[src/rtl/vote_pkg.sv]
// Shared types and helpers for the vote button conditioner.
package vote_pkg;

    localparam int unsigned N_BUTTONS_DEF = 3;

    typedef enum logic [1:0] {
        IDLE,
        DEBOUNCE,
        HELD,
        LOCKOUT
    } cond_state_t;

    // True when exactly one bit of v is set.
    function automatic logic is_onehot(input logic [31:0] v);
        return (v != 32'd0) && ((v & (v - 32'd1)) == 32'd0);
    endfunction

endpackage

[src/rtl/sync_2ff.sv]
// Two-flop synchroniser for asynchronous level inputs, async active-low reset.
module sync_2ff #(
    parameter int unsigned WIDTH = 1
) (
    input  logic             clk_i,
    input  logic             rst_ni,
    input  logic [WIDTH-1:0] d_i,
    output logic [WIDTH-1:0] q_o
);

    logic [WIDTH-1:0] meta_q;

    always_ff @(posedge clk_i or negedge rst_ni) begin
        if (!rst_ni) begin
            meta_q <= '0;
            q_o    <= '0;
        end else begin
            meta_q <= d_i;
            q_o    <= meta_q;
        end
    end

endmodule

[src/rtl/vote_button_conditioner.sv]
// Synchronises and debounces candidate buttons into single-cycle one-hot vote strobes.
// Optional VOTE_CONFLICT_CNT_EN adds a saturating 8-bit conflict_count output.
module vote_button_conditioner
    import vote_pkg::*;
#(
    parameter int unsigned N_BUTTONS       = N_BUTTONS_DEF,
    parameter int unsigned DEBOUNCE_CYCLES = 16,
    parameter int unsigned LOCKOUT_CYCLES  = 32
) (
    input  logic                 clock,
    input  logic                 reset,
    input  logic                 mode_raw,
    input  logic [N_BUTTONS-1:0] button_raw,
    output logic                 mode,
    output logic                 vote_valid,
    output logic [N_BUTTONS-1:0] vote_id,
    output logic                 conflict,
    output logic                 busy
`ifdef VOTE_CONFLICT_CNT_EN
    ,
    output logic [7:0]           conflict_count
`endif
);

    localparam int unsigned MAX_CYC = (DEBOUNCE_CYCLES > LOCKOUT_CYCLES) ? DEBOUNCE_CYCLES
                                                                          : LOCKOUT_CYCLES;
    localparam int unsigned CNT_W   = $clog2(MAX_CYC + 1);

    logic                 rst_sync_n;
    logic [N_BUTTONS-1:0] btn_s;

    cond_state_t          state_q, state_d;
    logic [CNT_W-1:0]     cnt_q, cnt_d;
    logic [N_BUTTONS-1:0] cand_q, cand_d;
    logic                 vote_valid_d;
    logic [N_BUTTONS-1:0] vote_id_d;
    logic                 conflict_d;

    // Reset asserts asynchronously but releases on a clock edge.
    sync_2ff #(.WIDTH(1)) u_rst_sync (
        .clk_i  (clock),
        .rst_ni (reset),
        .d_i    (1'b1),
        .q_o    (rst_sync_n)
    );

    sync_2ff #(.WIDTH(N_BUTTONS)) u_btn_sync (
        .clk_i  (clock),
        .rst_ni (rst_sync_n),
        .d_i    (button_raw),
        .q_o    (btn_s)
    );

    sync_2ff #(.WIDTH(1)) u_mode_sync (
        .clk_i  (clock),
        .rst_ni (rst_sync_n),
        .d_i    (mode_raw),
        .q_o    (mode)
    );

    always_ff @(posedge clock or negedge rst_sync_n) begin
        if (!rst_sync_n) begin
            state_q    <= IDLE;
            cnt_q      <= '0;
            cand_q     <= '0;
            vote_valid <= 1'b0;
            vote_id    <= '0;
            conflict   <= 1'b0;
            busy       <= 1'b0;
        end else begin
            state_q    <= state_d;
            cnt_q      <= cnt_d;
            cand_q     <= cand_d;
            vote_valid <= vote_valid_d;
            vote_id    <= vote_id_d;
            conflict   <= conflict_d;
            busy       <= (state_d != IDLE);
        end
    end

    always_comb begin
        state_d      = state_q;
        cnt_d        = cnt_q;
        cand_d       = cand_q;
        vote_valid_d = 1'b0;
        vote_id_d    = '0;
        conflict_d   = 1'b0;

        unique case (state_q)
            IDLE: begin
                if (btn_s != '0) begin
                    cand_d  = btn_s;
                    cnt_d   = '0;
                    state_d = DEBOUNCE;
                end
            end
            DEBOUNCE: begin
                if (btn_s != cand_q) begin
                    state_d = IDLE;
                end else if (cnt_q == CNT_W'(DEBOUNCE_CYCLES - 1)) begin
                    // Enter HELD even in display mode so the press cannot vote later.
                    state_d = HELD;
                    if (!mode) begin
                        if (is_onehot(32'(cand_q))) begin
                            vote_valid_d = 1'b1;
                            vote_id_d    = cand_q;
                        end else begin
                            conflict_d   = 1'b1;
                        end
                    end
                end else begin
                    cnt_d = cnt_q + CNT_W'(1);
                end
            end
            HELD: begin
                if (btn_s == '0) begin
                    cnt_d   = '0;
                    state_d = LOCKOUT;
                end
            end
            LOCKOUT: begin
                if (btn_s != '0) begin
                    cnt_d = '0;
                end else if (cnt_q == CNT_W'(LOCKOUT_CYCLES - 1)) begin
                    state_d = IDLE;
                end else begin
                    cnt_d = cnt_q + CNT_W'(1);
                end
            end
            default: state_d = IDLE;
        endcase
    end

`ifdef VOTE_CONFLICT_CNT_EN
    logic [7:0] conflict_cnt_q;

    // Counts alongside the conflict strobe, saturating at 255.
    always_ff @(posedge clock or negedge rst_sync_n) begin
        if (!rst_sync_n) begin
            conflict_cnt_q <= 8'd0;
        end else if (conflict_d && (conflict_cnt_q != 8'hFF)) begin
            conflict_cnt_q <= conflict_cnt_q + 8'd1;
        end
    end

    assign conflict_count = conflict_cnt_q;
`else
    // Conflict strobes are not tallied in this build.
`endif

endmodule
[config.mk]
export PLATFORM = sky130hd
export DESIGN_NAME = vote_button_conditioner
export DESIGN_NICKNAME = d
export VERILOG_FILES = /design/src/rtl/vote_pkg.sv /design/src/rtl/sync_2ff.sv /design/src/rtl/vote_button_conditioner.sv
export SDC_FILE = /design/constraint.sdc
export NUM_CORES = 1
export LEC_CHECK = 0
export ABC_AREA = 1
export ABC_CLOCK_PERIOD_IN_PS = 1300
export BUFFER_PORTS_ARGS = -buffer_cell sky130_fd_sc_hd__buf_2
export CORE_ASPECT_RATIO = 1.1
export CORE_MARGIN = 5
export CORE_UTILIZATION = 59
export CTS_CLUSTER_DIAMETER = 100
export DETAILED_ROUTE_END_ITERATION = 10
export PLACE_DENSITY = 0.88
export SLEW_MARGIN = 20
export SYNTH_ARGS = -nofsm -noshare
export SYNTH_HDL_FRONTEND = slang
export SYNTH_SLANG_ARGS = --single-unit
[constraint.sdc]
create_clock -name clock -period 1.3 [get_ports clock]
set_input_delay 0.26 -clock clock [delete_from_list [all_inputs] [get_ports clock]]
set_output_delay 0.26 -clock clock [all_outputs]
set_load 0.03 [all_outputs]
Yosys cells after proc, flatten, opt, wreduce, memory -nomap -nowiden
Cells that the tools add are included.
{ "classes": {"n_addsub": 2, "n_eq_ne": 11, "n_mux": 29, "n_bitwise": 1, "reduce_logical": 9} }
{ "ops": {"columns": ["cell", "count"], "rows": [
  ["$mux 6", 6],
  ["$and 3x32->32", 1],
  ["$logic_not 32->1", 1],
  ["$pmux 6 s4", 1],
  ["$mux 3", 5],
  ["$mux 2", 6],
  ["$mux 1", 10],
  ["$ne 2x2->1 const B", 4],
  ["$pmux 2 s4", 1],
  ["$add 6x1->6 const B", 1],
  ["$eq 6x4->1 const B", 1],
  ["$eq 6x5->1 const B", 1],
  ["$reduce_bool 3->1", 2],
  ["$reduce_and 5->1", 1],
  ["$eq 2x2->1 const B", 2],
  ["$sub 3x1->4 const B", 1],
  ["$logic_not 3->1", 1],
  ["$ne 3x3->1", 1],
  ["$ne 3x3->1 const B", 1],
  ["$eq 2x1->1 const B", 1],
  ["$logic_not 2->1", 1],
  ["$reduce_and 2->1", 1],
  ["$reduce_bool 2->1", 1],
  ["$logic_and 1x1->1", 1]
]} }
{ "word_totals": {"ff_bits": 27, "input_bits": 6, "output_inout_bits": 7, "wordCells": 65} }

Logic depth before layout (Yosys ltp)
{ "logic_depth": {"depth_word": 9, "mapped_depth": 9, "depth_no_buf": 9} }

Modules after synthesis
A second synthesis with hierarchy kept.
{ "unflattened": {"cells_unflattened": 146, "hier_area_um2": 1239.9} }
{ "modules_own_cells": {"columns": ["module", "instances", "cells_per_inst", "area_per_inst_um2", "seq_area_each_um2"], "rows": [
  ["vote_button_conditioner", 1, 136, 989.7, 425.4],
  ["sync_2ff (u_btn_sync)", 1, 6, 150.1, 150.1],
  ["sync_2ff (u_mode_sync ...)", 2, 2, 50.0, 50.0]
]} }

Least setup slack after synthesis
OpenSTA, ideal clock, no wires.
{ "synth_path": {"kind": "register to register", "startpoint": "reg cnt_q[0]", "endpoint": "reg cnt_q[3]", "setup_ps": 117, "t_arrival_ps": 1292, "required_time_ps": 1183, "path_slack_ps": -109, "path_stages_with_launch": 10, "path_buffers": 0, "synth_period_minus_slack_ps": 1409, "cell_sequence": "dfrtp_1 ha_1 nand3_2 nor2_2 nand2_2 nand2_1 nor2_2 nand2_4 nand2_1 nand2_1"} }
{ "synth_via": {"elab_chain_cells": 4, "word_cells_on_any_way": 11, "cone_classes": "add/sub (1); eq/ne (4); mux (5); reduce/logical (1)"} }
{ "synth_lines": {"columns": ["element", "line", "source"], "rows": [
  ["start: declaration", "vote_button_conditioner.sv:33", "logic [CNT_W-1:0] cnt_q, cnt_d;"],
  ["start signal: assignment", "vote_button_conditioner.sv:72", "cnt_q <= cnt_d;"],
  ["$add 6x1->6", "vote_button_conditioner.sv:112, vote_button_conditioner.sv:127", null],
  ["$mux 6 (on tied branches)", "vote_button_conditioner.sv:124, vote_button_conditioner.sv:100", null],
  ["$mux 6 (on tied branches)", "vote_button_conditioner.sv:122, vote_button_conditioner.sv:98", null],
  ["$pmux 6 s4", "vote_button_conditioner.sv:89", "unique case (state_q)"]
]} }
Parallel ways exist; a longest one is shown, timed or not. The select of a mux whose other input is x is not followed.
A chain may end at the register's enable or synchronous reset.

Final worst setup path
{ "layout_path": {"startpoint": "reg cnt_q[1]", "endpoint": "reg cnt_q[4]"} }
The elaborated chain is that of the path after synthesis.

==> results.cfg <==
[critical_path]
critical_path.top_delay_family = simple AND/OR/NAND/NOR gates
cp_slowest_stage_delay_ns = 0.43
worstPathBufferInverterCount = 0
cpMaxStageDelayCell = dfrtp_1
crit_path_frequent_cell = nand2_1
worstPathArrival_ns = 1.70
critical_path_class = register to register
worstSetupEndpointType = register
worst-path-max-fanout = 4
required_ns = 1.55
critPathLaunchType = register
cp_cell_sequence = ha_4 > nand3_4 > nor2_4 > nand2_1 > a21oi_2 > nand3_2 > nand2_1 > nand2_1

[final_layout]
drive_gt1_share_pct = 34.3
area_growth_pct = 32.2
fin_area_um2 = 1640
instances_no_fill = 209
nFillCells = 119
final_util_pct = 81.9
antenna_cells = 0
fin_nets = 189

[clocking]
cts_sinks = 27
cts_max_level = 1
ctsLongestPathBuffers = 2
cts_root_buffer = clkbuf_4
cts_buffers = 3
clkTransAtPathRegs_ns = 0.16
cts_tree = built
clk_latency_ns = 0.34

[global_routing]
grt_pass1_vias = 1042
grt_use_total_pct = 18.2
grt_max_degree = 18
overflow = 0
antenna_found_initial = 0
grt_pass1_wl_mm = 4.20

[placed_design]
placed_area_um2 = 1440
portBuffers = 12
hpwl_mm = 1.83
gp_congestion = 0.918
placed_cells = 198

[yosys]
synth_seq_cells = 27
synth_area_leader_cell = dfrtp_1
synthMostInstantiatedCell = nand2_1
synth_commonest_cells = 45 x nand2_1, 27 x dfrtp_1, 17 x inv_1
synth_area_per_cell_um2 = 8.48
async_flop_share_pct = 100
synth_area_leaders = dfrtp_1 55%, nand2_1 14%, inv_1 5.2%
ys_warn_count = 0
syn_nets = 153
ys.flop_type = dfrtp_1
netlist_area_um2 = 1240
synth_edf_count = 0
synthDistinctLibCells = 21
synth.top_cell.area_share_pct = 54.5
synth-seq-area-share_pct = 54.5
syn_inst = 146

[drt]
wl_per_cell_um = 14.7
finalWirelength_mm = 3.07
detailedRoute.firstIterationViolations = 52
drc_errors = 0
drt_pass1_iterations = 4
via_per_inst = 5.55
final_antenna_net_count = 0
vias = 1160

[run]
cap_violations = 0

[pwr]
peakVddDrop_uv = 1370
power_leakage_nw = 0.855
powerDensity_nw_per_um2 = 1560

[hold_path]
hold_path_class = register to async pin

[status]
violations = setup timing
status = finished with violations

[timing]
period_share_pct = 111
setup_viol = 13
finalMaxSlewViolations = 0
max-slew-margin-rel_pct = 66.6
timing.fmax_ghz = 0.691
final_hold_viol_count = 0
fin_hold_ws_ns = 0.206
grt_setup_unrepaired = yes
finClkSkew_ns = 0.00675
setup_tns_ns = -1.12
setup_ws_ns = -0.147
tightest_slew_ns = 0.501
post-route-min-period_ns = 1.45

[die]
die-height_um = 58.1
rows = 17
die_w_um = 53.7
core_um2 = 2000
initial_core_util_pct = 62.0
dieArea_um2 = 3120
io_pins = 13
==> metal layers <==
layer	share of wire (%)	GRT usage, %	routed length [um]
met1	38	22.1	1180
met2	49	29.9	1520
met3	8.1	3.86	249
met4	4.0	8.76	123
met5	0	0	0
==> state kept, by name, indices dropped and copies added (netlist names) <==
register            count
cnt_q                   6
u_rst_sync.meta_q       1
u_rst_sync.q_o          1
cand_q                  3
state_q                 2
u_mode_sync.meta_q      1
conflict                1
u_btn_sync.q_o          3
u_btn_sync.meta_q       3
vote_id                 3
busy                    1
u_mode_sync.q_o         1
vote_valid              1
==> cells by family (layout without fill, tap and decap cells) <==
kind of cell	count (synthesis)	count (layout)	share of synthesized area, %
AO/OA/AOI/OAI	14	14	6.57
XOR/XNOR	2	2	1.41
adder cells (fa/ha/maj)	1	1	1.01
buffers and inverters	20	55	6.16
flip-flops	27	27	54.5
other	1	1	0.303
AND/OR/NAND/NOR	81	81	30.0
==> layout make-up <==
class                   instances  area (um^2)  share of cell area [%]
well taps                      28         35.0                    2.14
repair buffers                 31          228                    13.9
multi-input cells              99          588                    35.9
flip-flops and latches         27          678                    41.4
clock buffers                   3         22.5                    1.38
clock inverters                 1         8.76                   0.535
inverters                      20         77.6                    4.74
==> stage by stage <==
| step | setup WS (ns) | power [mW] |
|---|---|---|
| 4_1_cts | -0.0938 | 2.37 |
| 2_1_floorplan | -0.0212 | 1.64 |
| 3_3_place_gp | -0.0272 | 1.91 |
| 5_1_grt | -0.227 | 2.72 |
| 3_5_place_dp | -0.0683 | 1.97 |
| 6_report | -0.147 | 2.55 |
==> worst paths after layout <==
check | to | cells after the start | slack, ns | start
setup / recovery | cnt_q[4] | 8 | -0.15 | cnt_q[1]
hold / removal | cnt_q[3] | 0 | 0.21 | u_rst_sync.q_o
setup reg to reg | cnt_q[4] | 8 | -0.15 | cnt_q[1]
hold reg to reg | cnt_q[3] | 0 | 0.21 | u_rst_sync.q_o
max in group asynchronous | u_mode_sync.q_o | 1 | 0.64 | u_rst_sync.q_o
min in group clock | u_btn_sync.q_o[1] | 0 | 0.37 | u_btn_sync.meta_q[1]
==> what timing repair did <==
item / CTS / global route
setup endpoints to repair: 12 / 14
hold buffers: 1 / 4
gates resized for setup: 8 / 17
setup buffers: 0 / 2
pin swaps: 6 / 7
endpoints found under the hold margin: 2 / 4
==> power breakdown <==
| group | internal, mW | switching [mW] | total [mW] |
|---|---|---|---|
| Combinational | 0.402 | 0.645 | 1.05 |
| Sequential | 0.969 | 0.142 | 1.11 |
| Clock | 0.126 | 0.270 | 0.396 |
==> worst register-to-register path, delay by kind of cell, from the launching register on <==
family / cells / cell delay, ns
AOI/OAI and AO/OA: 1 / 0.14
adders and majority gates: 1 / 0.17
DFF: 1 / 0.43
and+or+nand+nor: 6 / 0.61
==> cell usage in the layout (no fill, tap or decap), types with 2 or more instances in the layout <==
cell type      instances
clkbuf_4               3
o21ai_1                2
nand2_4                3
inv_2                  2
xnor2_1                2
nor2_2                 2
dfrtp_1               25
buf_4                 13
o21ai_0                6
buf_2                 12
dfrtp_2                2
nand3_2                4
nand2_1               40
nand3_1                6
inv_1                 17
nand4_1                3
a211oi_1               2
a21oi_2                2
nand2_2                6
dlygate4sd3_1          5
nor2_1                 9
nor2_4                 6
(Power assumes the default switching activity.)
